**src/rtl/mbist_march_ctrl_if.sv**
```systemverilog
// Bus between the March C- BIST controller and the memory/test harness:
// memory strobes, address/data and run status.
interface mbist_march_ctrl_if #(
    parameter int unsigned length = 10,
    parameter int unsigned width  = 8
);
    logic              start;
    logic [width-1:0]  mem_rdata;
    logic              mem_re;
    logic              mem_we;
    logic [length-1:0] mem_addr;
    logic [width-1:0]  mem_wdata;
    logic              busy;
    logic              done;
    logic              fail;
    logic [length-1:0] fail_addr;

    modport master (
        input  start, mem_rdata,
        output mem_re, mem_we, mem_addr, mem_wdata, busy, done, fail, fail_addr
    );

    modport slave (
        output start, mem_rdata,
        input  mem_re, mem_we, mem_addr, mem_wdata, busy, done, fail, fail_addr
    );
endinterface

```
**src/rtl/mbist_march_ctrl.sv**
```systemverilog
// March C- memory BIST controller: runs the six march elements over a
// 2^length-word memory and records the address of the first bad read.
module mbist_march_ctrl #(
    parameter int unsigned length = 10,
    parameter int unsigned width  = 8
) (
    input  logic               clk,
    input  logic               rst,
    mbist_march_ctrl_if.master bus
);
    localparam int unsigned ELEM_W = 3;
    localparam logic [length-1:0] ADDR_LAST    = '1;
    localparam logic [ELEM_W-1:0] ELEM_LAST_UP = ELEM_W'(2);
    localparam logic [ELEM_W-1:0] ELEM_LAST    = ELEM_W'(5);

    typedef enum logic [2:0] {IDLE, RD, WR, FLUSH, DONE} state_e;

    state_e              state_q, state_d;
    logic [ELEM_W-1:0]   elem_q, elem_d;
    logic [length-1:0]   addr_q, addr_d;
    logic                re_q, re_d;
    logic                we_q, we_d;
    logic [width-1:0]    wdata_q, wdata_d;
    logic                busy_q, busy_d;
    logic                done_q, done_d;
    logic                fail_q, fail_d;
    logic [length-1:0]   fail_addr_q, fail_addr_d;
    logic                rd_pend_q, rd_pend_d;
    logic [width-1:0]    rd_exp_q, rd_exp_d;
    logic [length-1:0]   rd_addr_q, rd_addr_d;

    logic                elem_up;
    logic [ELEM_W-1:0]   elem_nxt;
    logic                addr_term;
    logic [length-1:0]   addr_step;

    // State register and all registered outputs
    always_ff @(posedge clk) begin
        if (rst) begin
            state_q     <= IDLE;
            elem_q      <= '0;
            addr_q      <= '0;
            re_q        <= 1'b0;
            we_q        <= 1'b0;
            wdata_q     <= '0;
            busy_q      <= 1'b0;
            done_q      <= 1'b0;
            fail_q      <= 1'b0;
            fail_addr_q <= '0;
            rd_pend_q   <= 1'b0;
            rd_exp_q    <= '0;
            rd_addr_q   <= '0;
        end else begin
            state_q     <= state_d;
            elem_q      <= elem_d;
            addr_q      <= addr_d;
            re_q        <= re_d;
            we_q        <= we_d;
            wdata_q     <= wdata_d;
            busy_q      <= busy_d;
            done_q      <= done_d;
            fail_q      <= fail_d;
            fail_addr_q <= fail_addr_d;
            rd_pend_q   <= rd_pend_d;
            rd_exp_q    <= rd_exp_d;
            rd_addr_q   <= rd_addr_d;
        end
    end

    // Next state, march sequencing and read-compare pipeline
    always_comb begin
        state_d     = state_q;
        elem_d      = elem_q;
        addr_d      = addr_q;
        done_d      = done_q;
        fail_d      = fail_q;
        fail_addr_d = fail_addr_q;

        elem_up   = (elem_q <= ELEM_LAST_UP);
        elem_nxt  = ELEM_W'(elem_q + ELEM_W'(1));
        addr_term = elem_up ? (addr_q == ADDR_LAST) : (addr_q == '0);
        addr_step = elem_up ? length'(addr_q + 1'b1) : length'(addr_q - 1'b1);

        // Remember what the read issued this cycle must return next cycle
        rd_pend_d = (state_q == RD);
        rd_exp_d  = {width{(elem_q == ELEM_W'(2)) || (elem_q == ELEM_W'(4))}};
        rd_addr_d = addr_q;

        case (state_q)
            IDLE, DONE: begin
                if (bus.start) begin
                    state_d     = WR;
                    elem_d      = '0;
                    addr_d      = '0;
                    done_d      = 1'b0;
                    fail_d      = 1'b0;
                    fail_addr_d = '0;
                end
            end
            WR: begin
                if (addr_term) begin
                    elem_d  = elem_nxt;
                    addr_d  = (elem_nxt <= ELEM_LAST_UP) ? '0 : ADDR_LAST;
                    state_d = RD;
                end else begin
                    addr_d  = addr_step;
                    state_d = (elem_q == '0) ? WR : RD;
                end
            end
            RD: begin
                if (elem_q != ELEM_LAST) begin
                    state_d = WR;
                end else if (addr_term) begin
                    state_d = FLUSH;
                    addr_d  = '0;
                end else begin
                    addr_d  = addr_step;
                end
            end
            FLUSH: begin
                state_d = DONE;
                done_d  = 1'b1;
            end
            default: state_d = IDLE;
        endcase

        re_d    = (state_d == RD);
        we_d    = (state_d == WR);
        busy_d  = (state_d == RD) || (state_d == WR) || (state_d == FLUSH);
        wdata_d = {width{(state_d == WR) &&
                         ((elem_d == ELEM_W'(1)) || (elem_d == ELEM_W'(3)))}};

        // Only the first mismatch of a run is recorded
        if (rd_pend_q && (bus.mem_rdata != rd_exp_q) && !fail_q) begin
            fail_d      = 1'b1;
            fail_addr_d = rd_addr_q;
        end
    end

    assign bus.mem_re    = re_q;
    assign bus.mem_we    = we_q;
    assign bus.mem_addr  = addr_q;
    assign bus.mem_wdata = wdata_q;
    assign bus.busy      = busy_q;
    assign bus.done      = done_q;
    assign bus.fail      = fail_q;
    assign bus.fail_addr = fail_addr_q;
endmodule

```
**src/flat_wrapper.sv**
```systemverilog
// flat-port wrapper written by rule: the top's interface ports become plain ports
module mbist_march_ctrl_flat 
#(
    parameter int unsigned length = 10,
    parameter int unsigned width  = 8
)
  (clk, rst, bus_start, bus_mem_rdata, bus_mem_re, bus_mem_we, bus_mem_addr, bus_mem_wdata, bus_busy, bus_done, bus_fail, bus_fail_addr);
  mbist_march_ctrl_if #(.length(length), .width(width)) bus_i ();
  input  logic clk;
  input  logic rst;
  input wire logic [$bits(bus_i.start)-1:0] bus_start;
  input wire logic [$bits(bus_i.mem_rdata)-1:0] bus_mem_rdata;
  output wire logic [$bits(bus_i.mem_re)-1:0] bus_mem_re;
  output wire logic [$bits(bus_i.mem_we)-1:0] bus_mem_we;
  output wire logic [$bits(bus_i.mem_addr)-1:0] bus_mem_addr;
  output wire logic [$bits(bus_i.mem_wdata)-1:0] bus_mem_wdata;
  output wire logic [$bits(bus_i.busy)-1:0] bus_busy;
  output wire logic [$bits(bus_i.done)-1:0] bus_done;
  output wire logic [$bits(bus_i.fail)-1:0] bus_fail;
  output wire logic [$bits(bus_i.fail_addr)-1:0] bus_fail_addr;
  assign bus_i.start = bus_start;
  assign bus_i.mem_rdata = bus_mem_rdata;
  assign bus_mem_re = bus_i.mem_re;
  assign bus_mem_we = bus_i.mem_we;
  assign bus_mem_addr = bus_i.mem_addr;
  assign bus_mem_wdata = bus_i.mem_wdata;
  assign bus_busy = bus_i.busy;
  assign bus_done = bus_i.done;
  assign bus_fail = bus_i.fail;
  assign bus_fail_addr = bus_i.fail_addr;
  mbist_march_ctrl #(.length(length), .width(width)) u_core (.clk(clk), .rst(rst), .bus(bus_i));
endmodule
```
**config.mk**
```make
export PLATFORM = sky130hd
export DESIGN_NAME = mbist_march_ctrl_flat
export DESIGN_NICKNAME = d
export VERILOG_FILES = /design/src/rtl/mbist_march_ctrl_if.sv /design/src/rtl/mbist_march_ctrl.sv /design/src/flat_wrapper.sv
export SDC_FILE = /design/constraint.sdc
export NUM_CORES = 1
export LEC_CHECK = 0
export CAP_MARGIN = 10
export CORE_UTILIZATION = 52
export CTS_CLUSTER_SIZE = 20
export DETAILED_ROUTE_END_ITERATION = 16
export PLACE_DENSITY = 0.8
export SLEW_MARGIN = 15
export SYNTH_ARGS = -nofsm -noshare
export SYNTH_HDL_FRONTEND = slang
export SYNTH_SLANG_ARGS = --single-unit
```
**constraint.sdc**
```tcl
create_clock -name clk -period 3.05 [get_ports clk]
set_input_delay 0.915 -clock clk [delete_from_list [all_inputs] [get_ports clk]]
set_output_delay 0.915 -clock clk [all_outputs]
set_load 0.005 [all_outputs]
```
# == Word-level counts from Yosys, hierarchy flattened ==
# Cells that the tools add are included.
# word_totals
input_bits,11
n_memories,0
register_bits,44
word_cells,76
latchBits,0
mem_bits_ro,0
ramBits,0
# op_classes
eq_ne,16
bitwise_logic,0
n_div,0
reduce_logical,19
n_addsub,3
mux,23
order_cmp,2
shifts,0
multipliers,0
# ops
operator,count
2-to-1 mux 10 bit,8
one-hot mux 10 bit (3 select lines),1
equality test 3 x 2 -> 1 bit (second input constant),6
2-to-1 mux 3 bit,6
one-hot mux 3 bit (4 select lines),1
adder 10 x 1 -> 10 bit (second input constant),1
equality test 10 bit (second input constant),1
logical NOT 10 bit,1
subtractor 10 x 1 -> 10 bit (second input constant),1
equality test 3 x 1 -> 1 bit (second input constant),3
!= test 8 bit,1
equality test 3 bit (second input constant),2
<= comparator 3 x 2 -> 1 bit (second input constant),2
logical NOT 3 bit,2
one-hot mux 3 bit (2 select lines),1
nonzero test 2 bit,3
logical OR 1 bit,4
2-to-1 mux 1 bit,4
!= test 2 bit (second input constant),2
AND reduction 2 bit,2
adder 3 x 1 -> 3 bit (second input constant),1
logical AND 1 bit,3
!= test 3 bit (second input constant),1
AND reduction 3 bit,1
5 further kinds,5

# == Longest topological paths before layout ==
# Gate-level depths: netlist of the first run.
# depth
word_depth,8
depth_mapped,14
depth_no_buf,13

# == Worst setup path after synthesis of the first run ==
# Ideal clock, no wire load.
# synth_timing
path_kind,reg2reg
start,register u_core.elem_q[0]
end,"register u_core.addr_q[9], in the netlist u_core.bus.mem_addr[9]"
arrival_time_ps,2289
setup_ps,83
path_buffers,0
synth_period_minus_slack_ps,2372
required_ps,2967
path_stages_with_launch,13
slack_ps,678
cell_sequence,dfxtp_1 inv_1 ha_1 nor2b_4 nor2_2 inv_1 ha_1 a21oi_1 a21boi_0 a311oi_2 xnor2_1 or3_1 o221ai_1
# synth_between
elab_chain_len,5
# synth_lines
item,line_no,source
from (decl),mbist_march_ctrl.sv:19,"logic [ELEM_W-1:0] elem_q, elem_d;"
from (signal assigned),mbist_march_ctrl.sv:55,elem_q <= elem_d;
adder 3 x 1 -> 3 bit or <= comparator 3 x 2 -> 1 bit (tied branches),"mbist_march_ctrl.sv:80, mbist_march_ctrl.sv:79",
"<= comparator 3 x 2 -> 1 bit, or another cell as far along",mbist_march_ctrl.sv:103,addr_d = (elem_nxt <= ELEM_LAST_UP) ? '0 : ADDR_LAST;
2-to-1 mux 10 bit (on tied branches),"mbist_march_ctrl.sv:103, mbist_march_ctrl.sv:113",
2-to-1 mux 10 bit (on tied branches),"mbist_march_ctrl.sv:101, mbist_march_ctrl.sv:111",
one-hot mux 10 bit (3 select lines),mbist_march_ctrl.sv:89,case (state_q)
to (signal assigned),mbist_march_ctrl.sv:56,addr_q <= addr_d;
to (decl),mbist_march_ctrl.sv:20,"logic [length-1:0] addr_q, addr_d;"
# Several ways; a longest one is shown, not always the timed one. The select of a mux whose other input is x is not followed.
# A chain may end at the register's enable or synchronous reset.

# == Worst setup path in the final report of the first run ==
# Same ends and word-level chain as after synthesis.

==> results_dict.tcl, run 1 <==
set metrics [dict create \
    net_count_of_the_finished_layout 334 \
    final.setup.worst_slack_ps 438.7 \
    post_cts_resize_count 0 \
    ys_async_sr_fraction 0 \
    total_placed_cells_including_tap_cells 360 \
    fin_setup_tns_ps 0 \
    timing_worst_setup_path_type "reg2reg" \
    io_buffers 43 \
    clkSinkCount 44 \
    initial_cell_density_of_the_core 0.5388 \
    post_synth_most_frequent_cells "dfxtp_1, nor2_1, nand2_1" \
    report.final.setup_viol 0 \
    place.detailed.hpwl_mm 3.773 \
    total_switching_power_mw 0.2716 \
    drt_first_iter_violations 100 \
    slew_viol_final 0 \
    floorplan.rows 24 \
    worstSetupEndpointType "flip-flop" \
    worstHoldPathCells 2 \
    worstSetupStartpointType "flip-flop" \
    p_int_mw 0.8768 \
    synth.most_common_cell "dfxtp_1" \
    critical_path_arrival_ps 2840 \
    worst-path-max-fanout 6 \
    netlist.area_leader.share 0.3755 \
    pwr-share-seq 0.518 \
    dp_worst_setup_slack_ps 454.8 \
    htree_levels 2 \
    cts_buffers 5 \
    critical_path.n_buffers_inverters 2 \
    worst_skew_pair.late_latency_ps 300 \
    yosysUniqueCellTypes 53 \
    layout-area-overhead-vs-synth_pct 22.77 \
    netlist_instances 280 \
    synth.yosys.seq_area_share 0.3755 \
    grt.overflow.total 0 \
    cts.reportedPaths.clkPinSlew_ps 90 \
    cp_cell_sequence "inv_1, ha_1, nor2b_4, nor2_2, inv_1, ha_1, a21oi_1, a21boi_0, a311oi_2, xnor2_1, or3_1, o221ai_1" \
    post_drt_via_cell_ratio 5.671 \
    synth_seq_cells 44 \
    final_core_area_utilization 0.6615 \
    post-layout-total-power_mw 1.148 \
    dpl_cell_area_sq_mm 0.002765 \
    irDropWorstVdd_mv 0.2288 \
    cpMaxStageDelayCell "dfxtp_1" \
    clockPowerShare 0.394 \
    first_global_vias 1957 \
    grt_max_degree 37 \
    gp_congestion 0.9657 \
    clock.fmax_mhz 382.9 \
    ys_top_cells_by_area "dfxtp_1, a21oi_1, nor2_1" \
    worst_hold_path_type "reg2reg" \
    n_fill_cell 386 \
    ctsRootBufferMaster "clkbuf_8" \
    routed_wl_mm 5.105 \
    wl_per_cell_um 13.87 \
    track_usage 0.2216 \
    crit_path_required_time_ps 3280 \
    drt_first_pass_iters 4 \
    design.core.area_sq_mm 0.004354 \
    ys_dominant_reg_cell "dfxtp_1" \
    final.min_clock_period_ps 2611 \
    pwr-share-comb 0.087 \
    post-route-cell-area_sq_mm 0.002880 \
    slew_headroom 0.6490 \
    syn-mean-instance-area_sq_um 8.379 \
    via_count 2087 \
    maxCapViolCount 0 \
    synth_largest_area_cell "dfxtp_1" \
    net_count_after_synthesis 299 \
    worst_path_largest_cell_delay_ps 410 \
    route.detailed.drc 0 \
    layout_cells_sized_above_1 0.09177 \
    number_of_antenna_repair_diodes 0 \
    floorplan.die.height_um 69.17 \
    outcome "finished, final reports clean" \
    p_sw_frac 0.2365 \
    cts_hold_buffers 0 \
    min_period_over_period 0.8562 \
    antenna_left 0 \
    ios 44 \
    post_synth_instance_area_sq_mm 0.002346 \
    worstMarginPinSlew_ps 525.8 \
    clockBufferDepth 2 \
    hold-worst-slack_ps 427.5 \
    antenna_found_initial 0 \
    full_die_area_sq_mm 0.004784 \
    die_w_um 69.17 \
    number_of_cells_on_the_worst_reg_to_reg_path 12 \
    cts_post_setup_buffers_inserted 0 \
    final_hold_viol_count 0 \
    finish.cell_count_without_fillers 368 \
    synth-edff-count 0 \
    yosysWarnings 0 \
    worst_clock_skew_ps 12.15 \
    category_of_cells_accounting_for_the_largest_share_of_critical_path_delay "compound AO/OA/AOI/OAI gates" \
    static-leakage-power_nw 1.063 \
    grt_setup_unrepaired "false" \
    cts_tree "done" \
    grt_pass1_wl_mm 8.832 \
    power.density_cell_area_mw_per_mm2 398.7 \
    path_depth 12 \
]
-- routing by layer --
metal  global-route usage  wire, um  up-vias
li1                     -         -     1054
met1               0.2820      2353      963
met2               0.3776      2407       57
met3              0.04240       247       13
met4              0.06803        97        0
met5                    0         0        -
-- power groups by stage --
stage | Sequential, mW | Combinational, mW | Clock [mW]
2_1_floorplan | 0.601 | 0.0661 | 0
3_3_place_gp | 0.608 | 0.0987 | 0
3_5_place_dp | 0.608 | 0.0999 | 0
4_1_cts | 0.595 | 0.100 | 0.461
5_1_grt | 0.597 | 0.111 | 0.486
6_report | 0.595 | 0.100 | 0.453
-- worst register-to-register path, cell delays in order, from the launching register on --
cell	delay, ps
dfxtp_1	410
inv_1	100
ha_1	260
nor2b_4	170
nor2_2	50
inv_1	160
ha_1	310
a21oi_1	180
a21boi_0	120
a311oi_2	280
xnor2_1	120
or3_1	310
o221ai_1	70
-- cell usage in the layout, fill, tap and decap left out, types with 3 or more instances in the layout --
cell type	n
a211o_1	4
a21oi_1	23
a22oi_1	3
a31oi_1	4
a32oi_1	3
and2_1	4
buf_4	4
clkbuf_8	5
clkdlybuf4s50_1	43
dfxtp_1	44
ha_1	8
inv_1	14
mux2i_1	3
nand2_1	24
nand2b_1	3
nand3_1	12
nand4_1	5
nor2_1	28
nor2b_1	11
nor3_1	9
o21ai_0	8
o22ai_1	3
o31ai_1	3
or3_1	3
xnor2_1	5
-- logic make-up after synthesis --
kind of cell / after synthesis / synth area share
simple gates: 116 / 0.2640
compound gates: 70 / 0.2149
flops: 44 / 0.3755
buf+inv: 33 / 0.06773
fa+ha+maj: 8 / 0.04267
xor+xnor: 6 / 0.02240
mux: 3 / 0.01280
-- sequential cells by signal (all words and copies together), names as in the netlist --
name,flops
u_core.state_q,3
u_core.bus.mem_re,1
u_core.bus.fail_addr,10
u_core.rd_pend_q,1
u_core.bus.mem_we,1
u_core.rd_exp_q,1
u_core.elem_q,3
u_core.bus.busy,1
u_core.bus.mem_wdata,1
u_core.bus.done,1
u_core.bus.fail,1
u_core.rd_addr_q,10
u_core.bus.mem_addr,10
-- final timing paths --
path / to / from / slack [ps]
max: u_core.bus.mem_addr[9] / u_core.elem_q[0] / 440
min: u_core.bus.fail_addr[5] / u_core.rd_addr_q[5] / 430
max reg2reg: u_core.bus.mem_addr[9] / u_core.elem_q[0] / 440
min reg2reg: u_core.bus.fail_addr[5] / u_core.rd_addr_q[5] / 430
-- area by class of cell --
cell class              count  area [sq um]  share of cell area
inverters                  14         52.55             0.01825
clock inverters             3         46.29             0.01607
flip-flops and latches     44         880.8              0.3058
well taps                  52         65.06             0.02259
clock buffers               5         68.82             0.02389
repair buffers             47         460.4              0.1599
multi-input cells         203          1306              0.4535
Note: power is estimated with default switching activity, not from simulation.
==> run 2, diff against run 1 <==
- MAX_ROUTING_LAYER: default -> met4
==> results_dict.tcl, run 2 (same netlist as run 1, synthesis figures left out) <==
set metrics [dict create \
    outcome "finished, final reports clean" \
    r2r_start "u_core.elem_q[0]" \
    first_global_vias 1992 \
    ctsRootBufferMaster "clkbuf_8" \
    n_fill_cell 367 \
    ff_latch_area_sq_um 880.8 \
    post_cts_resize_count 0 \
    ios 44 \
    worstMarginPinSlew_ps 540.9 \
    hold-worst-slack_ps 440.8 \
    worstSetupStartpointType "flip-flop" \
    final.min_clock_period_ps 2714 \
    reg2reg_slack_ps 340 \
    grt_max_degree 37 \
    worst_hold_path_type "reg2reg" \
    full_die_area_sq_mm 0.004784 \
    static-leakage-power_nw 1.063 \
    number_of_antenna_repair_diodes 0 \
    layout-area-overhead-vs-synth_pct 22.77 \
    wl_per_cell_um 14.42 \
    floorplan.die.height_um 69.17 \
    drt_first_pass_iters 4 \
    maxCapViolCount 0 \
    fin_setup_tns_ps 0 \
    cts_post_setup_buffers_inserted 0 \
    post-route-cell-area_sq_mm 0.002880 \
    die_w_um 69.17 \
    commonest_cells_after_routing_fill_and_taps_aside "dfxtp_1, clkdlybuf4s50_1, nor2_1" \
    drt_first_iter_violations 151 \
    post_drt_via_cell_ratio 5.793 \
    grt_setup_unrepaired "false" \
    timing.critical_path.from "u_core.elem_q[0]" \
    dpl_cell_area_sq_mm 0.002765 \
    hold_path.startpoint "u_core.rd_addr_q[5]" \
    crit_path_required_time_ps 3280 \
    io_buffers 43 \
    cts.reportedPaths.clkPinSlew_ps 90 \
    track_usage 0.2351 \
    antenna_left 0 \
    min_period_over_period 0.8898 \
    worstHoldPathCells 2 \
    clkSinkCount 44 \
    floorplan.rows 24 \
    power.density_cell_area_mw_per_mm2 401.5 \
    irDropWorstVdd_mv 0.2366 \
    htree_levels 2 \
    worst_skew_pair.late_latency_ps 310 \
    worstSetupEndpointType "flip-flop" \
    clockBufferDepth 2 \
    place.detailed.hpwl_mm 3.890 \
    via_count 2132 \
    design.core.area_sq_mm 0.004354 \
    report.final.setup_viol 0 \
    cts_buffers 5 \
    worst_clock_skew_ps 13.56 \
    slew_viol_final 0 \
    cts_hold_buffers 0 \
    clock.fmax_mhz 368.5 \
    slew_headroom 0.6356 \
    antenna_found_initial 0 \
    critical_path_arrival_ps 2940 \
    multiInputGateArea_sq_mm 0.001306 \
    grt.overflow.total 0 \
    worst-path-max-fanout 6 \
    layout_cells_sized_above_1 0.09177 \
    gp_congestion 0.9158 \
    route.detailed.drc 0 \
    final_core_area_utilization 0.6615 \
    net_count_of_the_finished_layout 334 \
    grt_pass1_wl_mm 8.928 \
    cts_tree "done" \
    initial_cell_density_of_the_core 0.5388 \
    final_hold_viol_count 0 \
    timing_worst_setup_path_type "reg2reg" \
    number_of_cells_on_the_worst_reg_to_reg_path 12 \
    routed_wl_mm 5.305 \
    most_common_cell_after_layout_fill_and_taps_aside "dfxtp_1" \
]
==> run 2: cell counts in the layout (fill, tap and decap cells not counted) <==
No cell type changed its count.
==> run 2: final timing paths <==
path,end
worst min register to register,u_core.bus.fail_addr[5]
worst max-delay path,u_core.bus.mem_addr[9]
worst max register to register,u_core.bus.mem_addr[9]
worst min-delay path,u_core.bus.fail_addr[5]
==> run 2: where the power goes <==
part / leakage [nW] / internal [mW] / switching (mW)
clock: 0.0548 / 0.247 / 0.213
sequential: 0.356 / 0.582 / 0.0127
combinational: 0.653 / 0.0484 / 0.0536
total: 1.06 / 0.877 / 0.280
==> run 2: worst max-delay path, cell delays in order (launching register included) <==
cell and delay (ps):
dfxtp_1 430, inv_1 110, ha_1 270, nor2b_4 190, nor2_2 50, inv_1 140
ha_1 310, a21oi_1 200, a21boi_0 120, a311oi_2 310, xnor2_1 110, or3_1 310
o221ai_1 80
==> run 2: cell type report <==
| cell class | instances | share of cell area |
|---|---|---|
| tap | 52 | 0.02259 |
| multi-input combinational | 203 | 0.4535 |
| inverter | 14 | 0.01825 |
| timing repair buffer | 47 | 0.1599 |
| clock buffer | 5 | 0.02389 |
| clock inverter | 3 | 0.01607 |
| sequential | 44 | 0.3058 |
==> run 2: metrics by stage <==
stage          instances  worst slack, ps  power [mW]
5_1_grt              368            96.84       1.201
4_1_cts              368            370.4       1.162
3_5_place_dp         360            431.2      0.7092
3_3_place_gp         360            556.8      0.7067
6_report             368            336.2       1.157
2_1_floorplan        280            678.1      0.6675
==> run 2: metal layers <==
metal,up-vias,share of wire,track usage
met5,-,0,-
met3,8,0.060,0.05117
met1,1009,0.45,0.2899
met2,58,0.48,0.3830
met4,0,0.013,0.07483
li1,1057,-,-
